===== src/rtl/weights_packer.sv =====
// Packs 8-bit weight bytes into BYTES_PER_WORD-byte words; 1-cycle latency, one-deep output register.
// Optional WEIGHTS_PACKER_PARITY_EN adds per-byte even parity (out_parity) registered with out_data.
module weights_packer #(
  parameter int BYTES_PER_WORD = 4,
  parameter int CNT_W          = $clog2(BYTES_PER_WORD)
) (
  input  logic                        clk,
  input  logic                        rst,
  input  logic                        flush,
  input  logic [7:0]                  in_data,
  input  logic                        in_valid,
  output logic                        in_ready,
  output logic [8*BYTES_PER_WORD-1:0] out_data,
  output logic                        out_valid,
  input  logic                        out_ready,
  output logic [CNT_W-1:0]            fill_level,
  output logic [15:0]                 words_out
`ifdef WEIGHTS_PACKER_PARITY_EN
  ,
  output logic [BYTES_PER_WORD-1:0]   out_parity
`endif
);

  localparam int N = BYTES_PER_WORD;
  localparam logic [CNT_W-1:0] LAST = CNT_W'(N - 1);

  logic [CNT_W-1:0]     cnt;
  logic [8*(N-1)-1:0]   acc;
  logic [8*N-1:0]       new_word;
  logic                 last;
  logic                 in_fire;
  logic                 out_fire;
  logic                 complete;

  assign last       = (cnt == LAST);
  // Only the final byte of a word waits on the output register.
  assign in_ready   = !flush && (!last || !out_valid || out_ready);
  assign in_fire    = in_valid && in_ready;
  assign out_fire   = out_valid && out_ready;
  assign complete   = in_fire && last;
  assign new_word   = {in_data, acc};
  assign fill_level = cnt;

  always_ff @(posedge clk or posedge rst) begin
    if (rst) begin
      cnt       <= '0;
      acc       <= '0;
      out_data  <= '0;
      out_valid <= 1'b0;
      words_out <= '0;
    end else begin
      if (flush) begin
        cnt <= '0;
      end else if (in_fire) begin
        if (last) begin
          out_data <= new_word;
          cnt      <= '0;
        end else begin
          acc[{cnt, 3'b000} +: 8] <= in_data;
          cnt                     <= cnt + CNT_W'(1);
        end
      end
      if (complete)
        out_valid <= 1'b1;
      else if (out_fire)
        out_valid <= 1'b0;
      if (out_fire)
        words_out <= words_out + 16'd1;
    end
  end

`ifdef WEIGHTS_PACKER_PARITY_EN
  logic [N-1:0] par_next;

  always_comb begin
    par_next = '0;
    for (int i = 0; i < N; i++)
      par_next[i] = ^new_word[8*i +: 8];
  end

  always_ff @(posedge clk or posedge rst) begin
    if (rst)
      out_parity <= '0;
    else if (complete)
      out_parity <= par_next;
  end
`endif

endmodule


===== config.mk =====
export PLATFORM = sky130hd
export DESIGN_NAME = weights_packer
export DESIGN_NICKNAME = d
export VERILOG_FILES = /design/src/rtl/weights_packer.sv
export SDC_FILE = /design/constraint.sdc
export NUM_CORES = 1
export LEC_CHECK = 0
export ABC_AREA = 1
export BUFFER_PORTS_ARGS = -buffer_cell sky130_fd_sc_hd__buf_4
export CORE_AREA = 2 2 115 61
export DETAILED_ROUTE_END_ITERATION = 8
export DIE_AREA = 0 0 117 63
export PLACE_DENSITY = 0.88
export SLEW_MARGIN = 20
export SYNTH_ARGS = -nofsm -noshare
export SYNTH_HDL_FRONTEND = slang
export SYNTH_SLANG_ARGS = --single-unit

===== constraint.sdc =====
create_clock -name clk -period 2.9 [get_ports clk]
set_input_delay 0 -clock clk [delete_from_list [all_inputs] [get_ports clk]]
set_output_delay 0 -clock clk [all_outputs]
set_load 0.02 [all_outputs]

# Word-level counts from Yosys, hierarchy flattened

Cells that the tools add are included.

Bits in registers: 75
Bits of input ports: 13
Output and inout bits: 52
Word-level logic and storage cells: 32

Add/sub/neg operators: 3
Equality and inequality tests: 1
Shift-type cells: 2
Multiplexer cells: 6
Bitwise gates (word level): 2
Reduce and logical (&&, ||, !) cells: 13

Operators by type and width:

| cell                                                                   | count |
|---|---|
| 24-bit bitwise mux                                                     | 1 |
| 8-bit by 7-bit variable shift with 24-bit output, first input constant | 1 |
| 8-bit by 7-bit indexed part select with 24-bit output                  | 1 |
| 16-bit by 1-bit adder with 16-bit output, second input constant        | 1 |
| 5-bit negator with 7-bit output                                        | 1 |
| 2-bit two-way mux                                                      | 3 |
| 3-bit AND reduction                                                    | 2 |
| 1-bit logical AND                                                      | 4 |
| 2-bit nonzero test                                                     | 2 |
| 1-bit zero test                                                        | 3 |
| 2-bit by 1-bit adder with 2-bit output, second input constant          | 1 |
| 2-bit equality test, second input constant                             | 1 |
| 1-bit logical OR                                                       | 2 |
| 1-bit two-way mux                                                      | 2 |
| 1-bit inverter                                                         | 2 |

# Logic depth before layout (Yosys ltp)

Gate-level depths: netlist of the first run.

Word-level depth: 8
Mapped depth: 8
Depth with buffers taken out: 8

# Least setup slack after synthesis of the first run

No wires, ideal clock.

Kind: reg2reg
From: reg cnt[0], in the netlist fill_level[0]
To: reg acc[6]
Setup time: 0.083 ns
Arrival: 1.527 ns
Data required time: 2.817 ns
Setup slack: 1.290 ns
Stages on the path, launching flop included: 6
Buffers on the path: 0
Period minus slack after synthesis: 1.610 ns
Cells stage by stage: dfrtp_1 -> inv_1 -> ha_1 -> nor3_4 -> nand3_1 -> o21ai_0

Cells in the longest elaborated chain, start to end: 7
Elaborated cells between the ends (all ways): 12
Those cells by class: add/sub (1); eq/ne (1); shift (2); mux (1); bitwise (1); reduce/logical (6)

RTL lines:

| what                                                                                    | RTL line | RTL |
|---|---|---|
| start, declared                                                                         | 27       | `logic [CNT_W-1:0] cnt;` |
| start signal, assigned                                                                  | 60       | `cnt <= cnt + CNT_W'(1);` |
| parallel branches: the longest is 7 deep, another holds 5-bit negator with 7-bit output | -        |  |
| end signal, assigned by index                                                           | 59       | `acc[{cnt, 3'b000} +: 8] <= in_data;` |
| end, declared                                                                           | 28       | `logic [8*(N-1)-1:0] acc;` |

Several ways; the timed one is not identified.
A chain may end at the register's enable or synchronous reset.

# Final worst setup path of the first run

From: reg cnt[0], in the netlist fill_level[0]
To: reg out_data[4]

Cells in the longest elaborated chain, start to end: 7

RTL lines:

| what                            | RTL line | RTL |
|---|---|---|
| 2-bit equality test *           | 35       | `assign last = (cnt == LAST);` |
| 1-bit zero test                 | 37       | `assign in_ready = !flush && (!last \|\| !out_valid \|\| out_ready);` |
| 1-bit logical OR (2 in series)  | 37       |  |
| 1-bit logical AND               | 37       |  |
| 1-bit logical AND               | 38       | `assign in_fire = in_valid && in_ready;` |
| 3-bit AND reduction (no line) * | -        |  |
| end signal, assigned            | 56       | `out_data <= new_word;` |
| end, declared                   | 13       | `output logic [8*BYTES_PER_WORD-1:0] out_data,` |

Mark *: on every way between the ends. The rest lies on a longest branch, timed or not.

==> metrics.md, run 1 <==
| Metric | Value |
|---|---|
| Status | `completed` |
| Max IR drop VDD | `0.3553 mV` |
| Avg Inst Size Synth | `9.315 sq um` |
| Die Area | `7371 sq um` |
| Most common cell after layout, fill and taps aside | `nand2_1` |
| CTS tree | `done` |
| Post-route insts no fill | `540` |
| Vias in the first global route | `2529` |
| CP Max Fanout | `65` |
| Reg clk slew, reported paths | `0.06 ns` |
| H-Tree Depth | `3` |
| Clk_lat worst skew | `0.33 ns` |
| P&R area growth vs syn | `27.12%` |
| Mapped Area | `3391 sq um` |
| Power density over cell area | `718.0 nW/um^2` |
| Slowest CP cell | `buf_4` |
| Layout cell share with drive strength beyond 1 | `25.89%` |
| Port buffer count | `64` |
| Drt first pass iters | `5` |
| Buffers & Inverters on Critical Path | `1` |
| Dpl hpwl | `5173 microns` |
| # diodes | `0` |
| Synth unique cells | `25` |
| Vias per cell | `4.920` |
| Fin nets | `462` |
| Max Cap Viol | `0` |
| Setup Skew | `0.005959 ns` |
| Total Routed Length | `7413 microns` |
| Routability cong. | `0.8934` |
| Synthesized flop and latch total | `75` |
| Critical path type | `register to register` |
| Critical path arrival | `2.12 ns` |
| Initial Utilization | `52.67%` |
| Initial antenna violation count | `0` |
| Dpl cells | `512` |
| Startpoint types | `register` |
| Crit path largest cell delay | `0.56 ns` |
| Core ar. | `6437 sq um` |
| Setup TNS | `0 ns` |
| Site row count | `21` |
| Synthesized Nets | `383` |
| TritonCTS Sinks | `75` |
| Total I/O pin count | `65` |
| GRT overflow | `0` |
| RSZ-0062 raised after global routing | `no` |
| Routed wire per std cell | `13.73 microns` |
| Post-Synthesis Cells | `364` |
| Yosys Warn Count | `0` |
| DR vias | `2657` |
| Final hold violations | `0` |
| Worst Setup End Kind | `register` |
| Worst-margin pin slew | `0.7917 ns` |
| Pin count of the biggest net entering global routing | `66` |
| Crit share post-route | `64.32%` |
| Residual DRC count | `0` |
| Crit path cell chain | `ha_1 -> nand4_1 -> buf_4 -> nand2_1 -> o21ai_2` |
| Global-route wire length before repair | `12510 microns` |
| Final setup viols | `0` |
| CTS Buf Count | `9` |
| Chip height | `63 microns` |
| Top delay family on crit path | `buffers and inverters` |
| CTS Root Cell | `clkbuf_16` |
| Worst path required time | `3.15 ns` |
| Final Max Tran Viols | `0` |
| All-Layer GR Usage | `22.15%` |
| DRT iter0 DRCs | `196` |
| Bufs on Longest Clock Path | `2` |
| Most frequent cells in the layout | `nand2_1, dfrtp_1, buf_4` |
| Max Fclk | `536.1 MHz` |
| Hold Path Class | `primary input to asynchronous set/reset pin` |
| Crit path time final | `1.865 ns` |
| Seq/Total Area, Yosys | `55.35%` |
| Normalized max-slew margin | `47.15%` |
| ANT nets after route | `0` |
| Leakage power | `2.126 nW` |
| Layout Utilization | `66.96%` |
| Die X | `117 microns` |
## worst min-delay path, delay by kind of cell
kind                   cells  cell delay (ns)
buffers and inverters      3             1.24
## layer usage
metal	routed length, microns	vias to the layer above	track usage, %
met5	0	-	0
met4	108	0	7.647
met3	404	13	4.947
met2	3370	87	32.88
met1	3530	1262	32.17
li1	-	1295	-
## report_power, final
part           leakage (nW)  switching, mW  total [mW]  internal, mW
clock network         0.123          0.423       0.995         0.573
logic                 0.995          0.453       0.743         0.290
registers              1.01          0.105        1.36          1.25
## registers in the layout, summed over array words and instances, names as in the netlist
| signal | cells |
|---|---|
| out_valid | 1 |
| fill_level | 2 |
| out_data | 32 |
| acc | 24 |
| words_out | 16 |
## metrics by stage
stage                     power, mW  setup WS, ns  hold slack (ns)  area [sq um]
final                         3.095         1.035           0.3863          4310
after global routing          3.257        0.9097           0.4869          4310
after CTS                     3.120         1.045           0.4077          4310
after detailed placement      2.100         1.108           0.2070          3920
after global placement        2.065         1.194           0.2107          3920
after floorplan               1.796        0.9900          0.08423          3391
## repair_timing
item                      CTS  global route
hold buffers               12             0
gates resized for setup     0             0
hold endpoints to repair   54             0
buffers inserted            0             0
## synth_stat cells
| cell | number | area share [%] |
|---|---|---|
| o21ai_2 | 21 | 5.4 |
| dfrtp_1 | 75 | 55 |
| nor2_2 | 1 | 0.18 |
| nor3_1 | 1 | 0.15 |
| clkbuf_1 | 1 | 0.11 |
| buf_4 | 3 | 0.66 |
| nor2_4 | 5 | 1.7 |
| nor3_2 | 1 | 0.30 |
| nand4_1 | 5 | 0.92 |
| xor2_1 | 6 | 1.5 |
| nand2_1 | 88 | 9.7 |
| inv_2 | 1 | 0.11 |
| nand2_2 | 2 | 0.37 |
| o21ai_1 | 2 | 0.30 |
| nand3_1 | 19 | 2.8 |
| ha_1 | 6 | 2.2 |
| inv_1 | 52 | 5.8 |
| o21ai_0 | 35 | 5.2 |
| nor2_1 | 26 | 2.9 |
| nand3b_4 | 1 | 0.59 |
| clkinv_1 | 1 | 0.11 |
| xnor2_1 | 4 | 1.0 |
| buf_6 | 6 | 2.0 |
| nor3_4 | 1 | 0.48 |
| a21oi_1 | 1 | 0.15 |
## final timing paths
kind,start,to,slack [ns],cells past startpoint
max,fill_level[0]$_DFFE_PP0P_,out_data[4]$_DFFE_PP0P_,1.03,5
min in group clk,in_data[7],acc[7]$_DFFE_PP0P_,0.48,4
max reg2reg,fill_level[0]$_DFFE_PP0P_,out_data[4]$_DFFE_PP0P_,1.03,5
max in group asynchronous,rst,acc[4]$_DFFE_PP0P_,1.84,4
min,rst,words_out[10]$_DFFE_PP0P_,0.39,3
min reg2reg,out_data[20]$_DFFE_PP0P_,out_data[20]$_DFFE_PP0P_,0.49,2
## cells by family (layout without fill, tap and decap cells)
group                      count (synthesis)  after routing  synth area share (%)
DFF                                       75             75                 55.35
adders and majority gates                  6              6                 2.214
AOI/OAI and AO/OA                         59             59                 11.03
buffers and inverters                     64            148                 8.745
and+or+nand+nor                          150            150                 20.07
xor gates and xnor gates                  10             10                 2.583
## layout make-up
type,instances,area [sq um]
fillers,480,2127
flip-flops and latches,75,1877
multi-input cells,225,1217
repair buffers,78,628.1
clock buffers,9,225.2
inverters,54,202.7
well taps,92,115.1
clock inverters,7,45.04
Power figures use the tool's default switching activity.
==> inputs of run 2 (changes only) <==
Clock period 2.9 ns to 1.8 ns, I/O delays scaled along.
==> metrics.md, run 2 (synthesis results as in run 1) <==
| Metric | Value |
|---|---|
| GRT overflow | `0 (unchanged)` |
| Max IR drop VDD | `0.5200 mV (was 0.3553 mV)` |
| CTS tree | `done (unchanged)` |
| CP Max Fanout | `9 (was 65)` |
| Port buffer count | `64 (unchanged)` |
| Hold Path Class | `primary input to asynchronous set/reset pin (unchanged)` |
| Die X | `117 microns (unchanged)` |
| Setup TNS | `0 ns (unchanged)` |
| H-Tree Depth | `3 (unchanged)` |
| Largest register FFs | `32 (unchanged)` |
| Drt first pass iters | `7 (was 5)` |
| Crit path largest cell delay | `0.45 ns (was 0.56 ns)` |
| Crit path cell chain | `inv_1 -> ha_1 -> clkinvlp_4 -> nor3_4 -> buf_4 -> nand3_1 -> o21ai_0 (was ha_1 -> nand4_1 -> buf_4 -> nand2_1 -> o21ai_2)` |
| Reg clk slew, reported paths | `0.05 ns (was 0.06 ns)` |
| TritonCTS Sinks | `75 (unchanged)` |
| Crit path launch | `fill_level[1]$_DFFE_PP0P_ (was fill_level[0]$_DFFE_PP0P_)` |
| FILL cells | `460 (was 480)` |
| # diodes | `0 (unchanged)` |
| Top Usage Layer GRT | `met1 (was met2)` |
| Chip height | `63 microns (unchanged)` |
| DRT iter0 DRCs | `308 (was 196)` |
| Worst path required time | `2.03 ns (was 3.15 ns)` |
| Most common cell after layout, fill and taps aside | `nand2_1 (unchanged)` |
| Max Fclk | `575.5 MHz (was 536.1 MHz)` |
| All-Layer GR Usage | `24.25% (was 22.15%)` |
| Global-route wire length before repair | `13540 microns (was 12510 microns)` |
| Worst-margin pin slew | `0.3826 ns (was 0.7917 ns)` |
| Fin nets | `465 (was 462)` |
| Final hold violations | `0 (unchanged)` |
| Die Area | `7371 sq um (unchanged)` |
| Final Max Tran Viols | `0 (unchanged)` |
| Total I/O pin count | `65 (unchanged)` |
| Bufs on Longest Clock Path | `2 (unchanged)` |
| Normalized max-slew margin | `74.49% (was 47.15%)` |
| Routability cong. | `0.9002 (was 0.8934)` |
| Critical path type | `register to register (unchanged)` |
| Power density over cell area | `1209 nW/um^2 (was 718.0 nW/um^2)` |
| Worst reg-to-reg setup slack | `0.06 ns (was 1.03 ns)` |
| Most frequent cells in the layout | `nand2_1, dfrtp_1, buf_4 (unchanged)` |
| Dpl cells | `514 (was 512)` |
| Site row count | `21 (unchanged)` |
| Clk_lat worst skew | `0.33 ns (about the same)` |
| Global Route met1 Usage | `34.19% (was 32.17%)` |
| Crit path time final | `1.738 ns (was 1.865 ns)` |
| Vias per cell | `5.085 (was 4.920)` |
| ANT nets after route | `0 (unchanged)` |
| Pin count of the biggest net entering global routing | `76 (was 66)` |
| Leakage power | `2.172 nW (was 2.126 nW)` |
| Initial Utilization | `52.67% (unchanged)` |
| Vias in the first global route | `2751 (was 2529)` |
| Most flops, register | `out_data (unchanged)` |
| Residual DRC count | `0 (unchanged)` |
| Critical R2R Launch | `fill_level[1]$_DFFE_PP0P_ (was fill_level[0]$_DFFE_PP0P_)` |
| Crit share post-route | `96.54% (was 64.32%)` |
| Routed wire per std cell | `15.20 microns (was 13.73 microns)` |
| Core ar. | `6437 sq um (unchanged)` |
| Final setup viols | `0 (unchanged)` |
| CTS Buf Count | `9 (unchanged)` |
| Startpoint types | `register (unchanged)` |
| Top Registers | `out_data x32, acc x24, words_out x16 (unchanged)` |
| Final hold slack | `0.3370 ns (was 0.3863 ns)` |
| Total Routed Length | `8253 microns (was 7413 microns)` |
| Initial antenna violation count | `0 (unchanged)` |
| Layout cell share with drive strength beyond 1 | `26.83% (was 25.89%)` |
| Max Cap Viol | `0 (unchanged)` |
| Worst Setup End Kind | `register (unchanged)` |
| Dpl hpwl | `5102 microns (was 5173 microns)` |
| DR vias | `2761 (was 2657)` |
| Post-route insts no fill | `543 (was 540)` |
| P&R area growth vs syn | `30.04% (was 27.12%)` |
| Critical path arrival | `1.97 ns (was 2.12 ns)` |
| Status | `completed (unchanged)` |
| Met2 global-route usage | `33.67% (was 32.88%)` |
| Slowest CP cell | `dfrtp_2 (was buf_4)` |
| CTS Root Cell | `clkbuf_16 (unchanged)` |
| Grt met3 use | `6.887% (was 4.947%)` |
| Setup Skew | `0.004611 ns (was 0.005959 ns)` |
==> run 2: area by class of cell <==
| class | instances | area (sq um) | area share (%) |
|---|---|---|---|
| clock buffers | 11 | 232.7 | 5.278 |
| clock inverters | 5 | 77.57 | 1.759 |
| inverters | 54 | 210.2 | 4.767 |
| multi-input cells | 225 | 1220 | 27.67 |
| flip-flops and latches | 75 | 1878 | 42.59 |
| well taps | 92 | 115.1 | 2.611 |
| repair buffers | 81 | 675.6 | 15.32 |
==> run 2: metrics by stage <==
stage	total power [mW]	utilization, %	setup WS [ns]	cell area (sq um)
2_1_floorplan	2.893	-	0.1904	3395
3_3_place_gp	3.337	61.57	0.3355	3964
3_5_place_dp	3.385	61.57	0.1856	3964
4_1_cts	5.292	68.26	0.08234	4394
5_1_grt	5.553	68.49	-0.02681	4409
6_report	5.332	68.49	0.06224	4409
==> run 2: worst paths after layout <==
check	endpoint	cells after the start
max	acc[7]$_DFFE_PP0P_	7
min in group clk	out_data[2]$_DFFE_PP0P_	2
min	words_out[7]$_DFFE_PP0P_	4
max reg2reg	acc[7]$_DFFE_PP0P_	7
max in group asynchronous	fill_level[1]$_DFFE_PP0P_	4
min reg2reg	out_data[2]$_DFFE_PP0P_	2
==> run 2: metal layers <==
| metal | wire (microns) | vias up | part of all wire, % |
|---|---|---|---|
| met5 | 0 | - | 0 |
| met4 | 285 | 0 | 3.5 |
| met3 | 639 | 32 | 7.7 |
| met2 | 3612 | 138 | 44 |
| met1 | 3716 | 1288 | 45 |
| li1 | - | 1303 | - |
==> run 2: timing repair <==
| item | 4_1_cts | 5_1_grt |
|---|---|---|
| resized for setup | 0 | 4 |
| hold buffers | 12 | 0 |
| setup endpoints to repair | 0 | 11 |
| hold endpoints to repair | 94 | 0 |
| buffers inserted | 0 | 1 |
==> run 2: worst max-delay path: cells and delay by family (launching register included) <==
family          cells  cell delay, ns
fa+ha+maj           1            0.20
buf+inv             3            0.52
flops               1            0.45
compound gates      1            0.13
simple gates        2            0.32
==> run 2: power breakdown <==
group / total (mW) / switching [mW] / leakage (nW) / internal [mW]
Clock: 1.89 / 0.678 / 0.150 / 1.21
Sequential: 2.18 / 0.164 / 1.01 / 2.02
Combinational: 1.26 / 0.780 / 1.02 / 0.485
Total: 5.33 / 1.62 / 2.17 / 3.71
